<file path="config.mk">
export PLATFORM = sky130hd
export DESIGN_NAME = sync_fifo_param
export DESIGN_NICKNAME = d
export VERILOG_FILES = /design/src/rtl/sync_fifo_param.sv
export SDC_FILE = /design/constraint.sdc
export NUM_CORES = 1
export LEC_CHECK = 0
export CAP_MARGIN = 40
export CORE_MARGIN = 2
export CORE_UTILIZATION = 45
export DETAILED_ROUTE_END_ITERATION = 12
export DONT_BUFFER_PORTS = 1
export PLACE_DENSITY = 0.68
export SETUP_SLACK_MARGIN = 0.4
export SYNTH_ARGS = -nofsm -noshare
export SYNTH_HDL_FRONTEND = slang
export SYNTH_SLANG_ARGS = --single-unit
</file>
<file path="constraint.sdc">
create_clock -name clk -period 2.7 [get_ports clk]
set_input_delay 0.27 -clock clk [delete_from_list [all_inputs] [get_ports clk]]
set_output_delay 0.27 -clock clk [all_outputs]
set_load 0.01 [all_outputs]
</file>
<file path="src/rtl/sync_fifo_param.sv">
// Parameterised synchronous FIFO with registered status strobes and combinational flags.
// Define SYNC_FIFO_FWFT_EN for first-word-fall-through read data; default is a registered read.
module sync_fifo_param #(
    parameter int unsigned DATA_WIDTH = 16,
    parameter int unsigned DEPTH      = 8,
    parameter int unsigned AF_MARGIN  = 1,
    parameter int unsigned AE_MARGIN  = 1
) (
    input  logic                    clk,
    input  logic                    rst_n,
    input  logic                    wr_en,
    input  logic                    rd_en,
    input  logic [DATA_WIDTH-1:0]   data_in,
    output logic [DATA_WIDTH-1:0]   data_out,
    output logic                    wr_ack,
    output logic                    overflow,
    output logic                    underflow,
    output logic                    full,
    output logic                    almostfull,
    output logic                    empty,
    output logic                    almostempty,
    output logic [$clog2(DEPTH):0]  count
);

    localparam int unsigned AW = $clog2(DEPTH);
    localparam int unsigned CW = AW + 1;

    logic [DATA_WIDTH-1:0] mem [DEPTH];
    logic [AW-1:0]         wr_ptr;
    logic [AW-1:0]         rd_ptr;
    logic                  rd_acc_c;
    logic                  wr_acc_c;

    // A write at full is only admitted when a read frees the head slot in the same cycle.
    assign rd_acc_c = rd_en && !empty;
    assign wr_acc_c = wr_en && (!full || rd_en);

    assign empty       = (count == CW'(0));
    assign full        = (count == CW'(DEPTH));
    assign almostfull  = (count >= CW'(DEPTH - AF_MARGIN)) && !full;
    assign almostempty = (count <= CW'(AE_MARGIN)) && !empty;

    // Storage is deliberately left unreset; the pointers define what is valid.
    always_ff @(posedge clk) begin
        if (wr_acc_c) begin
            mem[wr_ptr] <= data_in;
        end
    end

    always_ff @(posedge clk or negedge rst_n) begin
        if (!rst_n) begin
            wr_ptr    <= '0;
            rd_ptr    <= '0;
            count     <= '0;
            wr_ack    <= 1'b0;
            overflow  <= 1'b0;
            underflow <= 1'b0;
        end else begin
            wr_ack    <= wr_acc_c;
            overflow  <= wr_en && !wr_acc_c;
            underflow <= rd_en && !rd_acc_c;
            if (wr_acc_c) begin
                wr_ptr <= wr_ptr + AW'(1);
            end
            if (rd_acc_c) begin
                rd_ptr <= rd_ptr + AW'(1);
            end
            case ({wr_acc_c, rd_acc_c})
                2'b10:   count <= count + CW'(1);
                2'b01:   count <= count - CW'(1);
                default: count <= count;
            endcase
        end
    end

`ifdef SYNC_FIFO_FWFT_EN
    assign data_out = empty ? '0 : mem[rd_ptr];
`else
    // Head word is captured on the accepting edge, giving one cycle of read latency.
    always_ff @(posedge clk or negedge rst_n) begin
        if (!rst_n) begin
            data_out <= '0;
        end else if (rd_acc_c) begin
            data_out <= mem[rd_ptr];
        end
    end
`endif

endmodule
</file>
* Word level (Yosys, flattened, before mapping)
Memories as Yosys holds them, arrays and structs flattened. A register that Yosys moved wholly into a read port is not among the register bits.
Cells that the tools add are included.
** Storage, ports and cells
- Register bits :: 13
- Bits in writable memories :: 128
- Input bits :: 20
- Output and inout port bits :: 27
- Logic and storage cells :: 33
- Memories :: 1
** Memory list
- mem :: words 8, width 16, rd ports 1, clocked after Yosys merged registers in 1, write ports 1, line 28 : logic [DATA_WIDTH-1:0] mem [DEPTH];
** Cells by class
- $add $sub $neg :: 4
- Order comparisons :: 2
- Equal/unequal tests :: 3
- Muxes and demuxes :: 3
- Reduce and logical (&&, ||, !) cells :: 14
** Operator list (count)
- 4-bit case mux with 2 select lines :: 1
- 3-bit by 1-bit adder with 3-bit output, second input constant :: 2
- 1-bit logical AND :: 6
- 1-bit logical NOT :: 5
- 4-bit by 1-bit adder with 4-bit output, second input constant :: 1
- 4-bit equality test, second input constant :: 1
- 4-bit by 3-bit >= comparator with 1-bit output, second input constant :: 1
- 4-bit by 1-bit less-or-equal comparator with 1-bit output, second input constant :: 1
- 4-bit logical NOT :: 1
- 4-bit by 1-bit subtractor with 4-bit output, second input constant :: 1
- 2-bit by 1-bit equality test with 1-bit output, second input constant :: 1
- 2-bit equality test, second input constant :: 1
- 1-bit 2-to-1 mux :: 2
- 2-bit nonzero test :: 1
- 1-bit logical OR :: 1

* Longest topological paths before layout
- Depth in word-level cells :: 6
- Mapped depth :: 11

* Worst setup path after synthesis
OpenSTA, ideal clock, no wires.
- Path kind :: register to register
- Start point :: register count[0]
- End point :: memory mem[0][0] (enable)
- Arrival :: 2648 ps
- Required time :: 2270 ps
- Slack :: -378 ps
- Cell stages (with the launch flop) :: 6
- Buffers on the path :: 0
- Clock period less this slack :: 3078 ps
- Cell sequence :: dfrtp_1 > inv_1 > ha_1 > nand3b_1 > o21ai_4 > nor4_1
** On the way
- Word-level cells in the longest chain between the ends :: 6
** RTL lines
- start, declared :: line 22 : output logic [$clog2(DEPTH):0] count
- start signal, assigned :: line 69 : 2'b10: count <= count + CW'(1);
- start signal, assigned :: line 70 : 2'b01: count <= count - CW'(1);
- start signal, assigned :: line 71 : default: count <= count;
- 4-bit equality test :: line 39 : assign full = (count == CW'(DEPTH));
- 1-bit logical NOT :: line 36 : assign wr_acc_c = wr_en && (!full || rd_en);
- 1-bit logical OR :: line 36
- 1-bit logical AND :: line 36
- 1-bit 2-to-1 mux :: line 45 : if (wr_acc_c) begin
- 1-bit 2-to-1 mux (not written as such) :: line 46 : mem[wr_ptr] <= data_in;
- end, declared :: line 28
Every way passes these cells.

* Worst setup path after layout
- Start point :: register count[0]
- End point :: register count[3]
** On the way
- Word-level cells in the longest chain between the ends :: 6
- Elaborated cells on any way between the ends :: 13
- Classes of those cells :: add/sub (2); eq/ne (3); mux (1); reduce/logical (7)
** RTL lines
- 4-bit equality test :: line 39
- 1-bit logical NOT :: line 36
- 1-bit logical OR :: line 36
- 1-bit logical AND :: line 36
- 2-bit by 1-bit equality test with 1-bit output or 2-bit equality test (tied branches) :: line 68 : case ({wr_acc_c, rd_acc_c})
- 4-bit case mux with 2 select lines or 2-bit nonzero test (tied branches)
Several ways; a longest one is shown, not always the timed one.
A chain may end at the register's enable or synchronous reset.

==> results.md <==
- The flow ran to the end, and the final reports show no timing, DRC or antenna violations.
- Setup violations remaining at the end of the flow were counted as 0.
- For this run, the register share of the synthesized area comes to 72.3%.
- The clock net in this run drives a total of 157 sinks.
- The tightest min-delay check is of the primary input to register type.
- The number of max-capacitance violations reported is 0.
- OpenSTA, run right after detailed placement, puts the worst setup slack at 302 ps.
- The count of buffers from port buffering is 0.
- Counting flops with a built-in enable in the synthesized netlist gives 128.
- The total global-route track usage is 18.5%.
- The worst setup path is launched from a register.
- The post-synthesis register bit count is 157.
- Once detailed placement completed, the half-perimeter wirelength came to 7.80 mm.
- Setup slack closes at 502 ps.
- The core region is 13,800 um2.
- The area growth from synthesis to layout is 19.6%.
- Summing all non-filler instances in the final layout gives an area of 7560 um2.
- The instance area after placement is 6650 um2.
- The part of the cycle the worst path needs is 81.4%.
- At the later pin of the worst-skew pair, clock insertion delay measures 420 ps.
- Counting flops with an async set or reset pin after synthesis yields a share of 18.5%.
- The number of failing hold endpoints at the final stage came to 0.
- Across all register-to-register paths, the minimum setup slack is 500 ps.
- By startpoint and endpoint, the worst setup path is classified as register to register.
- Summing every instance area after synthesis gives 6320 um2.
- For the final routed database, the setup TNS stands at 0 ps.
- The worst hold path depth is 1.
- The routed via count is 3,273.
- The worst register-to-register path ends at count[3]$_DFFE_PN0P_.
- The area taken by flip-flops and latches is 4570 um2.
- After the first detailed-routing iteration, the DRC count stood at 250.
- The number of slew-limit violations in the final report was 0.
- For this run, the leading register cell type out of synthesis is sky130_fd_sc_hd__edfxtp_1.
- In this run the worst path has a maximum fanout of 7.
- The die is 122 um wide.
- In this run the clock root is driven by a sky130_fd_sc_hd__clkbuf_16.
- The static leakage power is 2.69 nW.
- Of the cells placed in the final design, the portion with a size suffix greater than 1 is 25.7%.
- For this design the ratio of total power to cell area is 1130 nW/um2.
- The shortest period the worst path allows is 2200 ps.
- The final wirelength is 13.0 mm.
- Between clock sinks in the finished design, the worst skew comes to 7.69 ps.
- The maximum number of pins on one net before global-route repair is 32.
- The upper clock frequency limit is 455 MHz.
- After the last flow step, the layout net total stands at 431.
- The worst-margin pin slew is 686 ps.
- The layout has 1,081 filler cells.
- The total I/O pin count is 47.
- The worst ir drop on vdd is 648 uV.
- On the critical path, the stage with the largest delay is an instance of sky130_fd_sc_hd__dfrtp_2.
- Data arrives at the worst endpoint at 2540 ps.
- The row count is 43.
- Setup repair after global routing could not meet its margin everywhere.
- The startpoint identified for the worst hold timing path is wr_en.
- The source of the worst register-to-register timing path is count[0]$_DFFE_PN0P_.
- From bottom edge to top edge, the die measures 122 um.
- The detail-routed via count per cell is 5.47.
- In this run the deepest clock path goes through 2 buffers.
- The floorplan step defined a die boundary enclosing 15,000 um2.
- In the final routed layout, each cell accounts on average for 21.7 um.
- Among the stages of the critical path, the cell type that occurs most often is sky130_fd_sc_hd__ha_4.
- The data required time of the worst path is 3040 ps.
- The first global-routing pass estimated 19.7 mm of wire.
- The total congestion overflow after global routing is 0.
- The overall power consumption is 8.52 mW.
- The CTS clock-pin slew for the worst setup and hold paths is 60 ps.
- The worst hold slack across all endpoints is 33.6 ps.
- The multi-input combinational cell area is 1670 um2.
- The H-tree was split into 4 levels.
- The count of distinct cell types in the synthesized netlist is 32.
- TritonCTS built the clock tree.
- At the end of routability-driven placement, the weighted congestion stood at 0.732.
- Yosys printed 0 warnings.
- The residual DRC count is 0.
- The initial antenna violation count is 1.
- Counting every net in the synthesized netlist gives 389.
- The pre-antenna-repair detailed-routing pass consisted of 4 iterations.
- The starting utilization of the core area is 45.9%.
- The headroom to the max-slew limit is 54.1%.
- The kind of capture point of the worst setup path is a register.
- The count of nets left with antenna violations once routing finished came out at 0.
- The cell count after synthesis came out at 362.
- Clock tree synthesis inserted a total of 17 buffers.
- The path with the worst hold slack has its endpoint at overflow$_DFF_PN0_.
- The longest individual stage delay on the worst path is 480 ps.
- Traced cell by cell, the critical path runs through inv_2 > ha_4 > nand3b_1 > o21ai_4 > ha_4 > or4b_4 > a21oi_2 > xnor2_1.
- The count of cells along the worst register-to-register path is 8.
- The via count of the first global-routing pass came to 3,381.
- The average cell area after synthesis is 17.5 um2.
[final cells by class]
class,instances,share of cell area [%]
Sequential cell,157,60.5
Multi-Input combinational cell,180,22.1
Clock buffer,22,6.01
Timing Repair Buffer,41,5.17
Tap cell,180,2.98
Clock inverter,10,2.82
Inverter,7,0.348
Antenna cell,1,0.0331
[synth_stat cells (all sizes together) (6+ instances only)]
library cell / number / area (um2)
o21ai: 20 / 111
mux2i: 33 / 330
edfxtp: 128 / 3840
buf: 15 / 118
dfrtp: 29 / 726
o22ai: 16 / 100
xnor2: 7 / 61.3
ha: 7 / 87.6
inv: 7 / 26.3
mux2: 34 / 383
o31ai: 16 / 200
a22o: 16 / 140
nor2: 6 / 22.5
[report_power, final]
group	internal (mW)	switching (mW)
Sequential	3.14	0.415
Clock	1.76	0.910
Combinational	1.03	1.27
Total	5.93	2.59
[worst max-delay path: cells and delay by family (launching register included)]
family          cells  cell delay, ps
simple gates        2             660
xor+xnor            1             130
buf+inv             1             110
compound gates      2             400
fa+ha+maj           2             320
flops               1             480
[placed cells by master (no fill, tap or decap), types with 17 or more instances in the layout]
master                          instances
sky130_fd_sc_hd__edfxtp_1             128
sky130_fd_sc_hd__mux2i_1               33
sky130_fd_sc_hd__dfrtp_1               26
sky130_fd_sc_hd__mux2_2                22
sky130_fd_sc_hd__buf_4                 20
sky130_fd_sc_hd__o21ai_0               19
sky130_fd_sc_hd__dlygate4sd3_1         18
sky130_fd_sc_hd__clkbuf_16             17
[state kept, by name (all words and copies together) (netlist names)]
register   cells
wr_ack         1
count          4
underflow      1
data_out      16
wr_ptr         3
mem          128
rd_ptr         3
overflow       1
[cell families (layout without fill, tap and decap cells)]
group                    Yosys count  after routing  share of synthesized area, %
flip-flops                       157            157                          72.3
AO/OA/AOI/OAI                     71             71                          9.05
multiplexers                      67             67                          11.3
AND/OR/NAND/NOR                   27             27                          2.40
buffers and inverters             25             80                          2.46
XOR/XNOR                           8              8                          1.11
adder cells (fa/ha/maj)            7              7                          1.39
other                              0              1                             0
[worst max-delay path by stage]
stage               cells after the start            startpoint  slack (ps)                   end
floorplan                               5  count[0]$_DFFE_PN0P_         160   mem[2][0]$_DFFE_PP_
global placement                        6  count[0]$_DFFE_PN0P_         380   mem[5][3]$_DFFE_PP_
detailed placement                      6  count[0]$_DFFE_PN0P_         300  mem[7][15]$_DFFE_PP_
CTS                                     6  count[0]$_DFFE_PN0P_         450   mem[7][8]$_DFFE_PP_
global route                            6  count[0]$_DFFE_PN0P_         350   mem[7][8]$_DFFE_PP_
finish                                  8  count[0]$_DFFE_PN0P_         500  count[3]$_DFFE_PN0P_
[layer usage]
metal,up-vias,global-route usage [%],part of all wire (%),routed length [um]
met5,-,0,0,0
met4,0,8.41,2.0,257
met3,18,5.16,5.3,692
met2,74,29.3,50,6450
met1,1670,23.8,43,5590
li1,1511,-,-,-
[timing repair]
item                                    CTS  global route
hold buffers                             19             0
endpoints found under the hold margin   158             0
buffers inserted                          0             1
resized for setup                         2             2
endpoints found under the setup margin   20            21
pin swaps                                 0             2
[stage by stage]
| step | cells | utilization (%) |
|---|---|---|
| after floorplan | 362 | - |
| after global placement | 545 | 48.3 |
| after detailed placement | 545 | 48.3 |
| after CTS | 596 | 54.6 |
| after global routing | 598 | 54.9 |
| final | 598 | 54.9 |
No activity file was read; power rests on OpenSTA's default activity.
